[src/rtl/fc_ctrl.sv]
// Sequencer for one fully-connected layer: loads the input vector into the CIM
// input buffer, runs one bit-serial CIM pass per bit plane, then hands off to fc_func.
//   state     | meaning
//   s_idle    | waiting for i_start
//   s_load    | writing input elements into the buffer tiles
//   s_exec    | one-cycle kick of a CIM pass for bit plane bit_count
//   s_wait    | waiting for that pass to report done
//   s_handoff | holding o_func_start until fc_func reports busy
module fc_ctrl #(
  parameter int input_size    = 257,
  parameter int xbar_size     = 256,
  parameter int v_cim_tiles   = (input_size + xbar_size - 1) / xbar_size,
  parameter int datatype_size = 8,
  parameter int TW            = (v_cim_tiles > 1) ? $clog2(v_cim_tiles) : 1
) (
  input  logic                             clk,
  input  logic                             rst,
  input  logic                             i_start,
  input  logic                             i_valid,
  input  logic [datatype_size-1:0]         i_data,
  input  logic                             i_cim_done,
  input  logic                             i_func_busy,
  output logic                             o_busy,
  output logic                             o_cim_busy,
  output logic                             o_ibuf_we,
  output logic [$clog2(xbar_size)-1:0]     o_ibuf_addr,
  output logic [TW-1:0]                    o_ibuf_tile,
  output logic [datatype_size-1:0]         o_ibuf_data,
  output logic                             o_cim_exec,
  output logic [$clog2(datatype_size)-1:0] o_bit_sel,
  output logic                             o_func_start
);

  localparam int AW = $clog2(xbar_size);
  localparam int BW = $clog2(datatype_size);
  localparam int LW = (input_size > 1) ? $clog2(input_size) : 1;

  typedef enum logic [2:0] {
    s_idle    = 3'd0,
    s_load    = 3'd1,
    s_exec    = 3'd2,
    s_wait    = 3'd3,
    s_handoff = 3'd4
  } state_e;

  state_e        state_q, state_d;
  logic [LW-1:0] load_count_q, load_count_d;
  logic [BW-1:0] bit_count_q, bit_count_d;
  logic [31:0]   load_ext;

  assign load_ext = 32'(load_count_q);

  always_comb begin
    state_d      = state_q;
    load_count_d = load_count_q;
    bit_count_d  = bit_count_q;
    case (state_q)
      s_idle: begin
        load_count_d = '0;
        bit_count_d  = '0;
        if (i_start) state_d = s_load;
      end
      s_load: begin
        if (i_valid) begin
          if (load_count_q == LW'(input_size - 1)) begin
            load_count_d = '0;
            state_d      = s_exec;
          end else begin
            load_count_d = load_count_q + LW'(1);
          end
        end
      end
      s_exec: state_d = s_wait;
      s_wait: begin
        if (i_cim_done) begin
          if (bit_count_q == BW'(datatype_size - 1)) begin
            bit_count_d = '0;
            state_d     = s_handoff;
          end else begin
            bit_count_d = bit_count_q + BW'(1);
            state_d     = s_exec;
          end
        end
      end
      s_handoff: if (i_func_busy) state_d = s_idle;
      default: begin
        state_d      = s_idle;
        load_count_d = '0;
        bit_count_d  = '0;
      end
    endcase
  end

  always_ff @(posedge clk) begin
    if (rst) begin
      state_q      <= s_idle;
      load_count_q <= '0;
      bit_count_q  <= '0;
    end else begin
      state_q      <= state_d;
      load_count_q <= load_count_d;
      bit_count_q  <= bit_count_d;
    end
  end

  // Outputs are forced low for the whole reset cycle, not just after the edge.
  always_comb begin
    o_busy       = 1'b0;
    o_cim_busy   = 1'b0;
    o_ibuf_we    = 1'b0;
    o_ibuf_addr  = '0;
    o_ibuf_tile  = '0;
    o_ibuf_data  = '0;
    o_cim_exec   = 1'b0;
    o_bit_sel    = '0;
    o_func_start = 1'b0;
    if (!rst) begin
      o_bit_sel = bit_count_q;
      case (state_q)
        s_load: begin
          o_busy      = 1'b1;
          o_cim_busy  = 1'b1;
          o_ibuf_we   = i_valid;
          o_ibuf_data = i_data;
          o_ibuf_addr = AW'(load_ext % xbar_size);
          o_ibuf_tile = TW'(load_ext / xbar_size);
        end
        s_exec: begin
          o_busy     = 1'b1;
          o_cim_busy = 1'b1;
          o_cim_exec = 1'b1;
        end
        s_wait: begin
          o_busy     = 1'b1;
          o_cim_busy = 1'b1;
        end
        s_handoff: begin
          o_busy       = 1'b1;
          o_func_start = 1'b1;
        end
        default: ;
      endcase
    end
  end

endmodule

[config.mk]
export PLATFORM = sky130hd
export DESIGN_NAME = fc_ctrl
export DESIGN_NICKNAME = d
export VERILOG_FILES = /design/src/rtl/fc_ctrl.sv
export SDC_FILE = /design/constraint.sdc
export NUM_CORES = 1
export LEC_CHECK = 0
export CAP_MARGIN = 20
export CORE_UTILIZATION = 30
export CTS_CLUSTER_SIZE = 16
export DETAILED_ROUTE_END_ITERATION = 7
export PLACE_DENSITY = 0.69
export SETUP_SLACK_MARGIN = 0.05
export SLEW_MARGIN = 0
export SYNTH_ARGS = -nofsm -noshare
export SYNTH_HDL_FRONTEND = slang
export SYNTH_SLANG_ARGS = --single-unit
[constraint.sdc]
create_clock -name clk -period 1.55 [get_ports clk]
set_input_delay 0.2325 -clock clk [delete_from_list [all_inputs] [get_ports clk]]
set_output_delay 0.2325 -clock clk [all_outputs]
set_load 0.05 [all_outputs]
==> impl_metrics.ini, run 1 <==
[die]
core_area_mm2 = 0.00339
rows = 21
ioPinCount = 39
start_util_pct = 32.0
die_w_um = 62.1
fp.dieArea_mm2 = 0.00386
die_y_um = 62.1

[worst_setup_path]
crit_path_end_kind = output port
timing.critical_path.from = state_q[2]
rr_startpoint = state_q[2]
cp_max_fo = 8
rr_worst_depth = 5
crit_chain = buf_6 > nor4b_4 > buf_6 > clkbuf_16 > and2_4 > buf_12
worstReg2RegEnd = load_count_q[5]
criticalPathCategory = flip-flop to output port
cp_slowest_stage_delay_ns = 0.34
crit_top_cell = buf_6
critPathCapture = o_ibuf_addr[4]
ff2ff_setup_slack_ns = -0.18
arrival_ns = 1.63
critPathLaunchType = flip-flop
cpMaxStageDelayCell = dfxtp_2
worstPathRequired_ns = 1.32

[outcome]
status = complete, but fails checks
violations = setup timing

[route]
drc = 0
wl_per_cell_um = 15.7
wl_mm = 4.14
vias = 1417
via_per_inst = 5.37
antenna_left = 0
dr.pass1.iters = 4
drtIter0Drc = 63

[synth]
synthArstFlopShare_pct = 0
synth_edf_count = 0
seq_area_frac_synth_pct = 27.7
yosysMostFrequentCell = and2_1
syn_inst = 140
netlist-cell-type-count = 42
synth_area_mm2 = 0.00108
syn_nets = 158
yosys_warnings = 0
synth_largest_area_cell = dfxtp_1
synth_seq_cells = 15
yosys-top-cells-count = and2_1 (16), dfxtp_1 (15), nand2_1 (11), nor2_1 (10), a21oi_1 (8)
ys.flop_type = dfxtp_1
synthTopCellsByArea = dfxtp_1 (28%), and2_1 (9.2%), ha_1 (4.6%)
synth_top_cell_area_share_pct = 27.7
syn_avg_cell_area_um2 = 7.74

[placement]
hpwl_mm = 2.66
portBuffers = 38
gp_congestion = 0.904
post_dp_cell_area_mm2 = 0.00209

[power]
p_leak_nw = 0.982
power_density_mw_per_mm2 = 814
ir_drop_v = 0.000706
p_total_mw = 2.04

[timing]
setup_violations = 32
finalWorstSetupSlack_ns = -0.309
finalSetupTns_ns = -7.34
holdWs_ns = 0.501
rsz0062_at_grt = true
tightestPinTransition_ns = 0.362
hold_viol = 0
fin_worst_skew_ns = 0.0122
slew_viol_final = 0
slew_headroom_pct = 75.6
min_period_ns = 1.86
period_share_pct = 120
fmax_mhz = 538

[global_routing]
grt_pass1_vias = 1394
antenna_found_initial = 0
grt_max_degree = 18
grt_pass1_wl_mm = 6.43
grt-ovfl-total = 0
grt_use_total_pct = 20.6

[final_layout]
area_delta_synth_final_pct = 131
n_antenna_cell = 0
design_area_mm2 = 0.00251
nets = 237
drive_above_1_share_pct = 61.0

[clocking]
cts_tree = built
hold_buffers = 0
cts_buffer_depth = 2
cts_buffers = 3
clkTransAtPathRegs_ns = 0.11
clockRootBuffer = clkbuf_4
clk-insertion-delay-late_ns = 0.29
cts-htree-levels = 1
cts_sinks = 15

[worst_hold_path]
hold_path_class = flip-flop to flip-flop
min_from = bit_count_q[0]
holdPathStages = 2

[flow_run]
cap_violations = 0
[how the worst min path moves through the flow]
| stage | to | slack, ns |
|---|---|---|
| after CTS | bit_count_q[0] | 0.51 |
| after global routing | bit_count_q[0] | 0.53 |
| after floorplan | state_q[2] | 0.34 |
| after global placement | bit_count_q[0] | 0.48 |
| after detailed placement | bit_count_q[0] | 0.49 |
| final | bit_count_q[0] | 0.50 |
[cell families after synthesis]
| logic type | count (synthesis) | share of synthesized area (%) |
|---|---|---|
| compound gates | 30 | 17.6 |
| fa+ha+maj | 4 | 4.62 |
| buf+inv | 10 | 3.58 |
| flops | 15 | 27.7 |
| mux | 4 | 3.81 |
| simple gates | 77 | 42.7 |
[repair_timing]
item | 4_1_cts | 5_1_grt
cloned | 0 | 2
buffers inserted | 10 | 5
pin swaps | 14 | 14
gates resized for setup | 36 | 24
setup endpoints to repair | 39 | 37
[final cells by class]
class | count | area (um^2)
inverter | 2 | 7.51
clock buffer | 3 | 22.5
tap | 46 | 57.6
multi-input combinational | 115 | 1030
sequential | 15 | 307
fill | 224 | 882
timing repair buffer | 82 | 1080
clock inverter | 1 | 5.00
[flip-flops by register name, indices dropped and copies added, names as in the netlist]
register and count:
bit_count_q 3, load_count_q 9, state_q 3
[stage by stage]
step	std cells	worst slack, ns	util [%]
floorplan	140	-0.0374	-
global placement	244	-0.338	61.5
detailed placement	244	-0.352	61.5
CTS	258	-0.298	68.7
global route	264	-0.344	74.0
finish	264	-0.309	74.0
[power breakdown]
part           internal (mW)  switching [mW]  total, mW  leakage (nW)
Sequential             0.408          0.0144      0.422         0.123
Clock                 0.0958           0.138      0.234        0.0177
Combinational          0.740           0.646       1.39         0.841
Total                   1.24           0.799       2.04         0.982
[placed cells by master, fill, tap and decap left out, types with 2 or more instances in the layout]
cell type	Yosys	final
dfxtp_1	15	10
a21oi_2	0	4
clkbuf_16	0	2
buf_8	0	3
nor4b_4	0	2
nor2_4	0	4
mux2i_1	3	2
dfxtp_2	0	5
nor3_4	0	2
nor3_1	6	2
buf_4	0	27
o21ai_1	1	3
and2_4	0	18
buf_6	0	10
inv_2	0	2
a31oi_1	4	3
nor2_1	10	6
nand2b_1	2	2
clkbuf_4	0	3
o21ai_0	6	3
buf_12	0	27
nand3b_1	5	5
nor2b_1	5	4
ha_1	4	3
a21oi_1	8	3
and3_1	3	3
nand2_1	11	10
nor3_2	0	2
o211ai_1	2	2
clkdlybuf4s50_1	0	12
nand3_1	4	4
[worst max-delay path, delay by kind of cell, from the launching register on]
family,cells,cell delay [ns]
buf+inv,4,0.58
simple gates,2,0.43
flops,1,0.34
[metal layers]
metal,wire length (um),GRT usage [%],vias up,part of all wire (%)
met5,0,0,-,0
met4,38,7.27,0,0.92
met3,236,3.13,6,5.7
met2,2290,39.0,62,55
met1,1570,23.2,685,38
li1,-,-,664,-
Note: power is estimated with default switching activity, not from simulation.
==> run 2, diff against run 1 <==
Settings changed: CAP_MARGIN 20 to 25.
==> results of run 2 <==
Same layout as run 1: the final DEF is identical, and so are final timing and power.
==> run 3, diff against run 2 <==
Settings changed: GPL_TIMING_DRIVEN set to 0.
==> run 3 against run 2 <==
Critical path depth is 2 lower. Setup slack worse by 0.024 ns. Sequential share of layout area increased by 1.3 points. Utilization fell by 4.8 points. The run still ends with setup timing left. Clock power increased by 7%. First-iteration DRC count shrank 32%. Count of clock-buffer cells in the layout unchanged. Critical endpoint is now o_ibuf_addr[1]. Clock skew decreased by 0.0082 ns. Die area unchanged.
==> impl_metrics.ini, run 3 (synthesis results as in run 1) <==
[route]
drc = 0
wl_mm = 4.00
drtIter0Drc = 43
antenna_left = 0
dr.pass1.iters = 4
vias = 1368
wl_per_cell_um = 15.2
via_per_inst = 5.20

[final_layout]
fillCellCount = 262
top_regs = load_count_q: 9 flops, bit_count_q: 3 flops, state_q: 3 flops
layout_common_cells = buf_4 (24), buf_8 (21), and2_4 (18), buf_6 (15), clkdlybuf4s50_1 (12)
nets = 236
design_area_mm2 = 0.00235
drive_above_1_share_pct = 59.9
largest_register_ffs = 9
layout_commonest_cell = buf_4
n_antenna_cell = 0
area_delta_synth_final_pct = 117
top_register = load_count_q

[global_routing]
grt_max_degree = 11
grt_pass1_vias = 1333
grt-ovfl-total = 0
antenna_found_initial = 0
grt_pass1_wl_mm = 6.11
grt_use_total_pct = 19.9

[clocking]
clkTransAtPathRegs_ns = 0.10
cts-htree-levels = 1
clk-insertion-delay-late_ns = 0.31
clockRootBuffer = clkbuf_4
cts_sinks = 15
hold_buffers = 0
cts_buffers = 3
cts_tree = built
cts_buffer_depth = 2

[worst_hold_path]
min_from = bit_count_q[0]
hold_end = bit_count_q[0]
hold_path_class = flip-flop to flip-flop
holdPathStages = 2

[placement]
gp_congestion = 0.780
portBuffers = 38
hpwl_mm = 2.24
post_dp_cell_area_mm2 = 0.00168
pre_cts_slack_ns = -1.17

[outcome]
violations = setup timing
status = complete, but fails checks

[timing]
hold_viol = 0
tightestPinTransition_ns = 0.420
fmax_mhz = 531
rsz0062_at_grt = true
finalWorstSetupSlack_ns = -0.332
slew_headroom_pct = 72.0
fin_worst_skew_ns = 0.00398
slew_viol_final = 0
min_period_ns = 1.88
period_share_pct = 121
setup_violations = 30
finalSetupTns_ns = -6.52

[worst_setup_path]
critPathLaunchType = flip-flop
criticalPathCategory = flip-flop to output port
worstPathRequired_ns = 1.32
rr_startpoint = state_q[1]
rr_worst_depth = 7
arrival_ns = 1.65
ff2ff_setup_slack_ns = -0.22
cp_max_fo = 5
worstReg2RegEnd = state_q[0]
crit_path_end_kind = output port

[power]
p_leak_nw = 0.945
power_density_mw_per_mm2 = 863
ir_drop_v = 0.000588

[die]
die_y_um = 62.1
die_w_um = 62.1
core_area_mm2 = 0.00339
ioPinCount = 39
fp.dieArea_mm2 = 0.00386
start_util_pct = 32.0
rows = 21

[flow_run]
cap_violations = 0
[run 3: cell types whose count changed in the layout (fill, tap and decap cells not counted), moves of 3 or more]
cell,change
buf_12,-26
dfxtp_4,+3
buf_8,+18
clkbuf_8,+3
buf_4,-3
buf_6,+5
[run 3: per-layer routing]
| metal | up-vias | part of all wire (%) | GRT usage (%) |
|---|---|---|---|
| met5 | - | 0 | 0 |
| met4 | 0 | 2.4 | 10.5 |
| met3 | 9 | 3.7 | 2.76 |
| met2 | 42 | 54 | 37.1 |
| met1 | 652 | 40 | 21.7 |
| li1 | 665 | - | - |
[run 3: worst max-delay path, stage by stage (launching register included)]
cell	delay [ns]
dfxtp_4	0.38
buf_8	0.13
or4b_4	0.57
nor2_4	0.11
buf_6	0.16
[run 3: metrics by stage]
step           cells  utilization, %  power [mW]  hold slack [ns]
5_1_grt          263            69.2        2.11            0.528
4_1_cts          249            63.2        1.78            0.498
6_report         263            69.2        2.03            0.497
3_5_place_dp     224            49.6        1.23            0.467
2_1_floorplan    140               -        1.02            0.341
3_3_place_gp     224            49.6        1.22            0.470
[run 3: layout make-up]
cell class / count / area (um^2) / area share (%)
sequential: 15 / 317 / 13.5
tap: 46 / 57.6 / 2.45
buffer: 7 / 111 / 4.75
clock inverter: 1 / 5.00 / 0.213
inverter: 2 / 10.0 / 0.427
multi-input combinational: 115 / 1020 / 43.5
clock buffer: 3 / 22.5 / 0.960
timing repair buffer: 74 / 803 / 34.2
[run 3: worst max path at each step]
stage | startpoint | end | slack, ns | cells after the start
6_report | state_q[1] | o_ibuf_addr[1] | -0.33 | 4
5_1_grt | state_q[1] | o_ibuf_addr[1] | -0.36 | 4
4_1_cts | state_q[2] | o_ibuf_addr[1] | -0.36 | 4
3_5_place_dp | rst | o_ibuf_data[2] | -1.17 | 5
3_3_place_gp | rst | o_ibuf_data[2] | -1.16 | 5
2_1_floorplan | state_q[1] | o_busy | -0.04 | 5
[run 3: repair_timing]
item | 4_1_cts | 5_1_grt
pin swaps | 20 | 21
setup buffers | 22 | 13
setup endpoints to repair | 40 | 39
cloned | 0 | 1
resized for setup | 220 | 35
[run 3: power breakdown]
group | internal (mW) | switching, mW | leakage (nW)
registers | 0.410 | 0.0231 | 0.125
logic | 0.704 | 0.638 | 0.802
clock network | 0.0966 | 0.154 | 0.0177
